**src/rtl/ibus_mem_responder_pkg.sv**
```systemverilog
// Shared packages for the instruction bus: memory width defaults (common) and
// fetch/responder transaction types (pipes).
package common;
  localparam int MEM_DW = 64;
  localparam int MEM_AW = 64;
endpackage

package pipes;
  typedef struct packed {
    logic        valid;
    logic [63:0] addr;
  } ibus_req_t;

  typedef struct packed {
    logic        addr_ok;
    logic        data_ok;
    logic [31:0] data;
  } ibus_resp_t;

  typedef enum logic [2:0] {
    IDLE,
    REQ,
    WAIT,
    RESP,
    DRAIN
  } ibus_resp_state_t;

  localparam logic [63:0] IBUS_RESET_PC = 64'h8000_0000;

  function automatic logic ibus_misaligned(input logic [1:0] addr_lsb);
    return addr_lsb != 2'b00;
  endfunction
endpackage

```
**src/rtl/ibus_mem_responder_linebuf.sv**
```systemverilog
// ibus_linebuf: one-entry memory-word buffer with tag compare, present only
// when IBUS_LINEBUF_EN is defined.
`ifdef IBUS_LINEBUF_EN
module ibus_linebuf #(
  parameter int MEM_DW = 64,
  parameter int TAG_W  = 61
) (
  input  logic              clk,
  input  logic              reset,
  input  logic              fill,
  input  logic [TAG_W-1:0]  tag,
  input  logic [MEM_DW-1:0] fill_word,
  output logic              hit,
  output logic [MEM_DW-1:0] word
);
  logic              valid_q;
  logic [TAG_W-1:0]  tag_q;
  logic [MEM_DW-1:0] word_q;

  // Only reset clears the entry; every completed fetch overwrites it.
  always_ff @(posedge clk or posedge reset) begin
    if (reset) begin
      valid_q <= 1'b0;
      tag_q   <= '0;
      word_q  <= '0;
    end else if (fill) begin
      valid_q <= 1'b1;
      tag_q   <= tag;
      word_q  <= fill_word;
    end
  end

  assign hit  = valid_q && (tag_q == tag);
  assign word = word_q;
endmodule
`endif

```
**src/rtl/ibus_mem_responder.sv**
```systemverilog
// ibus_mem_responder: fetch-side responder driving a req/gnt/rvalid memory port.
// Define IBUS_LINEBUF_EN to add a one-entry line buffer in front of memory.
//
// state | meaning
// IDLE  | waiting for ireq.valid; addr_ok_q high marks the accept cycle
// REQ   | mem_req held with aligned address until mem_gnt
// WAIT  | granted, waiting for mem_rvalid
// RESP  | one-cycle data_ok with selected instruction (or fault)
// DRAIN | fetch withdrew; finish the memory handshake and discard data
module ibus_mem_responder
  import pipes::*;
#(
  parameter int MEM_DW = common::MEM_DW,
  parameter int MEM_AW = common::MEM_AW
) (
  input  logic              clk,
  input  logic              reset,
  input  ibus_req_t         ireq,
  output ibus_resp_t        iresp,
  output logic              ifault,
  output logic              mem_req,
  output logic [MEM_AW-1:0] mem_addr,
  input  logic              mem_gnt,
  input  logic              mem_rvalid,
  input  logic [MEM_DW-1:0] mem_rdata
);
  localparam int OFFS = $clog2(MEM_DW / 8);
  localparam int TAG_W = 64 - OFFS;
  localparam logic [MEM_AW-1:0] ALIGN_MASK = ~MEM_AW'(MEM_DW / 8 - 1);

  ibus_resp_state_t state, state_d;

  logic [63:0]       a_q;
  logic              owed_q, owed_d;
  logic              addr_ok_q, addr_ok_d;
  logic              data_ok_q, data_ok_d;
  logic              ifault_q, ifault_d;
  logic              mem_req_q, mem_req_d;
  logic [31:0]       data_q, data_d;
  logic [MEM_AW-1:0] mem_addr_q, mem_addr_d;

  logic        withdraw;
  logic        misaligned;
  logic        lb_hit;
  logic [31:0] rd_lane;
  logic [31:0] lb_lane;

  assign withdraw   = !ireq.valid || (ireq.addr != a_q);
  assign misaligned = ibus_misaligned(a_q[1:0]);

  if (MEM_DW == 64) begin : g_rd_lane64
    assign rd_lane = a_q[2] ? mem_rdata[63:32] : mem_rdata[31:0];
  end else begin : g_rd_lane32
    assign rd_lane = mem_rdata[31:0];
  end

`ifdef IBUS_LINEBUF_EN
  logic              lb_fill;
  logic [MEM_DW-1:0] lb_word;

  assign lb_fill = (state == WAIT) && mem_rvalid && !withdraw;

  ibus_linebuf #(
    .MEM_DW(MEM_DW),
    .TAG_W (TAG_W)
  ) u_linebuf (
    .clk      (clk),
    .reset    (reset),
    .fill     (lb_fill),
    .tag      (a_q[63:OFFS]),
    .fill_word(mem_rdata),
    .hit      (lb_hit),
    .word     (lb_word)
  );

  if (MEM_DW == 64) begin : g_lb_lane64
    assign lb_lane = a_q[2] ? lb_word[63:32] : lb_word[31:0];
  end else begin : g_lb_lane32
    assign lb_lane = lb_word[31:0];
  end
`else
  assign lb_hit  = 1'b0;
  assign lb_lane = '0;
`endif

  always_ff @(posedge clk or posedge reset) begin
    if (reset) begin
      state <= IDLE;
    end else begin
      state <= state_d;
    end
  end

  always_comb begin
    state_d = state;
    owed_d  = owed_q;
    case (state)
      IDLE: begin
        if (addr_ok_q) begin
          state_d = (misaligned || lb_hit) ? RESP : REQ;
        end
      end
      REQ: begin
        if (withdraw) begin
          state_d = DRAIN;
          owed_d  = !mem_gnt;
        end else if (mem_gnt) begin
          state_d = WAIT;
        end
      end
      WAIT: begin
        // A withdrawal beats a same-cycle rvalid: the data is simply dropped.
        if (withdraw) begin
          state_d = mem_rvalid ? IDLE : DRAIN;
          owed_d  = 1'b0;
        end else if (mem_rvalid) begin
          state_d = RESP;
        end
      end
      RESP: state_d = IDLE;
      DRAIN: begin
        if (owed_q) begin
          if (mem_gnt) owed_d = 1'b0;
        end else if (mem_rvalid) begin
          state_d = IDLE;
        end
      end
      default: state_d = IDLE;
    endcase
  end

  always_comb begin
    addr_ok_d  = (state == IDLE) && !addr_ok_q && ireq.valid;
    mem_req_d  = (state_d == REQ) || ((state_d == DRAIN) && owed_d);
    mem_addr_d = mem_addr_q;
    if ((state == IDLE) && (state_d == REQ)) begin
      mem_addr_d = a_q[MEM_AW-1:0] & ALIGN_MASK;
    end
    data_ok_d = (state_d == RESP);
    ifault_d  = (state_d == RESP) && misaligned;
    data_d    = '0;
    if ((state_d == RESP) && !misaligned) begin
      data_d = (state == IDLE) ? lb_lane : rd_lane;
    end
  end

  always_ff @(posedge clk or posedge reset) begin
    if (reset) begin
      a_q        <= '0;
      owed_q     <= 1'b0;
      addr_ok_q  <= 1'b0;
      data_ok_q  <= 1'b0;
      ifault_q   <= 1'b0;
      mem_req_q  <= 1'b0;
      mem_addr_q <= '0;
      data_q     <= '0;
    end else begin
      if (addr_ok_d) a_q <= ireq.addr;
      owed_q     <= owed_d;
      addr_ok_q  <= addr_ok_d;
      data_ok_q  <= data_ok_d;
      ifault_q   <= ifault_d;
      mem_req_q  <= mem_req_d;
      mem_addr_q <= mem_addr_d;
      data_q     <= data_d;
    end
  end

  assign iresp    = '{addr_ok: addr_ok_q, data_ok: data_ok_q, data: data_q};
  assign ifault   = ifault_q;
  assign mem_req  = mem_req_q;
  assign mem_addr = mem_addr_q;
endmodule

```
**config.mk**
```make
export PLATFORM = sky130hd
export DESIGN_NAME = ibus_mem_responder
export DESIGN_NICKNAME = d
export VERILOG_FILES = /design/src/rtl/ibus_mem_responder_pkg.sv /design/src/rtl/ibus_mem_responder_linebuf.sv /design/src/rtl/ibus_mem_responder.sv
export SDC_FILE = /design/constraint.sdc
export NUM_CORES = 1
export LEC_CHECK = 0
export ABC_AREA = 1
export BUFFER_PORTS_ARGS = -buffer_cell sky130_fd_sc_hd__buf_2
export CAP_MARGIN = 20
export CORE_MARGIN = 5
export CORE_UTILIZATION = 48
export CTS_CLUSTER_DIAMETER = 150
export DETAILED_ROUTE_END_ITERATION = 16
export PLACE_DENSITY = 0.88
export SETUP_SLACK_MARGIN = 0.05
export SYNTH_ARGS = -nofsm -noshare
export SYNTH_HDL_FRONTEND = slang
export SYNTH_SLANG_ARGS = --single-unit
```
**constraint.sdc**
```tcl
create_clock -name clk -period 4.8 [get_ports clk]
set_input_delay 0 -clock clk [delete_from_list [all_inputs] [get_ports clk]]
set_output_delay 0 -clock clk [all_outputs]
set_load 0.05 [all_outputs]
```
After elaboration in Yosys (flattened, before gate mapping)
Index checks and enable logic that the tools add are counted.
Widths: inputs -> output; s select.
- bits in registers: 165
- input port bits: 133
- output and inout bits: 100
- logic and storage cells: 48
- equal/unequal tests: 7
- muxes and demuxes: 18
- reductions and logical operators: 14
- operators by type and width (operator ; number):
    $mux 32 ; 3
    $ne 64x64->1 ; 1
    $mux 3 ; 8
    $pmux 3 s4 ; 1
    $eq 3x1->1 const B ; 2
    $eq 3x2->1 const B ; 2
    $eq 3x3->1 const B ; 2
    $logic_and 1x1->1 ; 6
    $logic_not 1->1 ; 4
    $mux 1 ; 4
    $logic_not 3->1 ; 1
    $pmux 1 s3 ; 1
    $logic_or 1x1->1 ; 2
    $mux 2 ; 1
    $reduce_bool 2->1 ; 1

Logic depth before layout (Yosys ltp)
- depth after elaboration: 7
- depth in mapped cells: 15
- mapped depth without buffers: 14

Least setup slack after synthesis
OpenSTA, ideal clock, no wires.
- path type: register to register
- start point: register a_q[2]
- end point: register data_q[11]
- data arrival time: 1.688 ns
- path slack: 3.041 ns
- stages on the path, launching flop included: 14
- period minus slack after synthesis: 1.759 ns
- path through: dfrtp_1 > buf_4 > nand2_1 > nand2_1 > nor3_1 > nand3_1 > nor2_2 > nand3_2 > nor2_2 > nor2_4 > clkinv_2 > nand3_4 > buf_4 > nor2_1
- cells in the longest elaborated chain, start to end: 7
- elaborated cells on any way between the ends: 10
- ends and longest elaborated chain (what ; RTL line ; text):
    start, declared ; ibus_mem_responder.sv:33 ; logic [63:0] a_q;
    start signal, assigned ; ibus_mem_responder.sv:158 ; if (addr_ok_d) a_q <= ireq.addr;
    $ne 64x64->1 * ; ibus_mem_responder.sv:48 ; assign withdraw = !ireq.valid || (ireq.addr != a_q);
    $logic_or 1x1->1 * ; ibus_mem_responder.sv:48 ;
    $mux 3 (on tied branches) ; ibus_mem_responder.sv:113, ibus_mem_responder.sv:104 ;
    $pmux 3 s4 * ; ibus_mem_responder.sv:97 ; case (state)
    net state_d[1] ; ibus_mem_responder.sv:31 ; ibus_resp_state_t state, state_d;
    $eq 3x2->1 * ; ibus_mem_responder.sv:142 ; if ((state_d == RESP) && !misaligned) begin
    $logic_and 1x1->1 * ; ibus_mem_responder.sv:142 ;
    $mux 32 * ; ibus_mem_responder.sv:142 ;
    net data_d[11] ; ibus_mem_responder.sv:39 ; logic [31:0] data_q, data_d;
    end signal, assigned ; ibus_mem_responder.sv:165 ; data_q <= data_d;
    end, declared ; ibus_mem_responder.sv:39 ;
The timed path passes the listed nets; every way through them passes the cells marked *.
A chain may end at the register's enable or synchronous reset.

Worst setup path after layout
- start point: register a_q[2]
- end point: register data_q[27]
- cells in the longest elaborated chain, start to end: 7
- elaborated cells on any way between the ends: 10
- ends and longest elaborated chain (what ; RTL line):
    $ne 64x64->1 ; ibus_mem_responder.sv:48
    $logic_or 1x1->1 ; ibus_mem_responder.sv:48
    $mux 3 (on tied branches) ; ibus_mem_responder.sv:113, ibus_mem_responder.sv:104
    $pmux 3 s4 ; ibus_mem_responder.sv:97
    $eq 3x2->1 ; ibus_mem_responder.sv:142
    $logic_and 1x1->1 ; ibus_mem_responder.sv:142
    $mux 32 * ; ibus_mem_responder.sv:142
    net data_d[27] ; ibus_mem_responder.sv:39
Marked as above.

==> results.cfg <==
[global_routing]
grt_antenna_before_repair = 0
grt_max_degree = 109
overflow = 0
via_count_of_the_first_global_routing_pass = 8834
grt_first_pass_wirelength_um = 45340
gr-usage-all-layers_pct = 28.40

[clock_tree]
worst_skew_pair.late_latency_ns = 0.43
tritoncts.num_buffers = 17
tritoncts = done
post_cts.resized_instances = 0
post_cts.repair.setup_buffers = 0
cts.path.max_buffers = 2
clock_tree.htree_level_count = 4
cts-root-buf = sky130_fd_sc_hd__clkbuf_16
cts_hold_repair_buffers = 131
cts.sinks = 165
clock_transition_at_path_regs_ns = 0.06

[synth]
seq_area_frac_synth_pct = 49.20
synth_area_um2 = 8392
synth_top_family_by_area = simple AND/OR/NAND/NOR gates
synthAdderAreaFrac_pct = 0
ys_types = 29
post_synth.cell_area_avg_um2 = 7.272
ys.warnings.count = 0
synthesized_flop_and_latch_total = 165
yosys.area_share.simple_pct = 36.38
synth-xor-area-share_pct = 0.9393
post_synth_mux_area_share_pct = 0
postSynthCellCount = 1154
synth_compound_area_share_pct = 4.354

[routing]
detail_route.iter0.violations = 881
drc = 0
vias = 9090
wirelength_um = 28630
wl_per_cell_um = 16.58
drt.antenna.violating_nets = 0
detail_route.first_pass.iterations = 5
drt_via_density = 5.267

[sta]
fin_crit_ns = 3.141
finClkSkew_ns = 0.007501
final_max_slew_viol_count = 0
finalCritPeriodShare_pct = 65.44
setup_total_negative_slack_ns = 0
finalSetupViolations = 0
rsz0062_at_grt = no
max_slew_margin_pct = 39.17
timing.fmax_ghz = 0.3183
hold_viol = 0
timing_worst_slew_pin_value_ns = 0.9104

[floorplan]
die_height_um = 142.2
cell_rows = 48
io_pins = 233
design.die.area_um2 = 20230
initial_utilization_pct = 48.69
floorplan.die.width_um = 142.2
design.core.area_um2 = 17240

[placement]
numPortBuffers = 229
place.detailed.hpwl_um = 18820
place_congestion = 0.9790

[power]
powerDensity_nw_per_um2 = 631.7
report.power.total_mw = 7.305
vdd_ir_drop_max_uv = 423.6
static-leakage-power_nw = 6.472

[layout]
fillerInstances = 1351
layout.cells.most_common = sky130_fd_sc_hd__nand2_1
layout_common_cells = sky130_fd_sc_hd__nand2_1, sky130_fd_sc_hd__buf_2, sky130_fd_sc_hd__dfrtp_1, sky130_fd_sc_hd__dlygate4sd3_1, sky130_fd_sc_hd__inv_1
nets = 1623
share_of_post_route_cells_with_drive_strength_above_1_pct = 19.67
area_delta_synth_final_pct = 37.81

[worst_setup_path]
worstPathArrival_ns = 3.48
worstSetupEndpointType = register
critPathMaxFanout = 37
critical_path.startpoint_type = register
setup.worst_path.class = register to register
worstPathRequired_ns = 5.14

[run_status]
run_status = complete, no violations

[hold_path]
hold_class = input pin to asynchronous set/reset pin

[job]
drv.max_cap_violation_count = 0
cell usage after synthesis (all sizes together):
library cell,instances,area (um2)
o21ai,69,345.3
o211ai,1,7.510
clkinv,1,5.000
nor3b,2,15.01
nor2,94,390.4
dfrtp,165,4129
nand3b,2,15.01
inv,123,464.2
o22ai,2,12.51
or2,6,37.54
buf,30,195.2
xnor2,9,78.83
clkbuf,26,97.59
nand4,81,506.7
nand3,16,102.6
nand2,521,1961
conb,1,3.750
nor3,5,25.02
power by group:
part | total (mW) | switching (mW) | internal [mW]
Clock | 1.38 | 0.545 | 0.833
Sequential | 2.27 | 0.371 | 1.90
Combinational | 3.66 | 2.61 | 1.04
Total | 7.31 | 3.53 | 3.77
sequential cells by signal, indices dropped and copies added, names as in the netlist:
signal	count
addr_ok_q	1
state	3
a_q	64
mem_req	1
mem_addr	61
ifault	1
data_q	32
data_ok_q	1
owed_q	1
area by class of cell:
class / count / area [um2] / area share, %
Sequential cell: 165 / 4129 / 35.70
Clock buffer: 19 / 452.9 / 3.916
Clock inverter: 10 / 131.4 / 1.136
Tap cell: 225 / 281.5 / 2.434
Antenna cell: 1 / 2.502 / 0.02164
Timing Repair Buffer: 371 / 2580 / 22.31
Multi-Input combinational cell: 811 / 3513 / 30.38
Inverter: 124 / 474.2 / 4.100
per-layer routing:
layer / GRT usage (%) / up-vias / routed length (um) / share of wire (%)
met5: 0 / - / 0 / 0
met4: 13.38 / 0 / 1379 / 4.8
met3: 7.157 / 118 / 2512 / 8.8
met2: 45.24 / 511 / 13550 / 47
met1: 36.49 / 4207 / 11190 / 39
li1: - / 4254 / - / -
critical path, cell delays in order (launching register included):
cell and delay, ns:
sky130_fd_sc_hd__dfrtp_1 0.32, sky130_fd_sc_hd__buf_4 0.32, sky130_fd_sc_hd__inv_4 0.22, sky130_fd_sc_hd__nand2_2 0.14, sky130_fd_sc_hd__nand2_1 0.06, sky130_fd_sc_hd__nor3_1 0.16
sky130_fd_sc_hd__nand3_1 0.11, sky130_fd_sc_hd__nor2_2 0.16, sky130_fd_sc_hd__nand4_1 0.14, sky130_fd_sc_hd__nand2_2 0.62, sky130_fd_sc_hd__nand3_4 0.54, sky130_fd_sc_hd__nor2_1 0.25
through the flow:
stage | hold slack (ns) | cell area, um2 | utilization (%) | setup slack, ns | instances
after global placement | 0.2273 | 9612 | 55.76 | 1.768 | 1563
after global routing | 0.09280 | 11560 | 67.08 | 1.427 | 1725
after detailed placement | 0.2375 | 9612 | 55.76 | 1.680 | 1563
after floorplan | 0.1167 | 8399 | - | 0.3383 | 1156
final | 0.07619 | 11560 | 67.09 | 1.659 | 1726
after CTS | 0.1878 | 11510 | 66.76 | 1.683 | 1723
cell families after synthesis:
kind of cell,after synthesis
flip-flops,165
XOR/XNOR,9
other,1
AO/OA/AOI/OAI,72
AND/OR/NAND/NOR,727
buffers and inverters,180
worst paths after layout:
path	startpoint	end	slack (ns)	depth (start not counted)
max	a_q[2]	data_q[27]	1.66	11
min	reset	a_q[45]	0.08	3
max reg2reg	a_q[2]	data_q[27]	1.66	11
min reg2reg	mem_addr[53]	mem_addr[53]	0.47	2
max in group asynchronous	reset	a_q[60]	3.73	4
min in group clk	ireq[64]	addr_ok_q	0.20	4
Note: power is estimated with default switching activity, not from simulation.
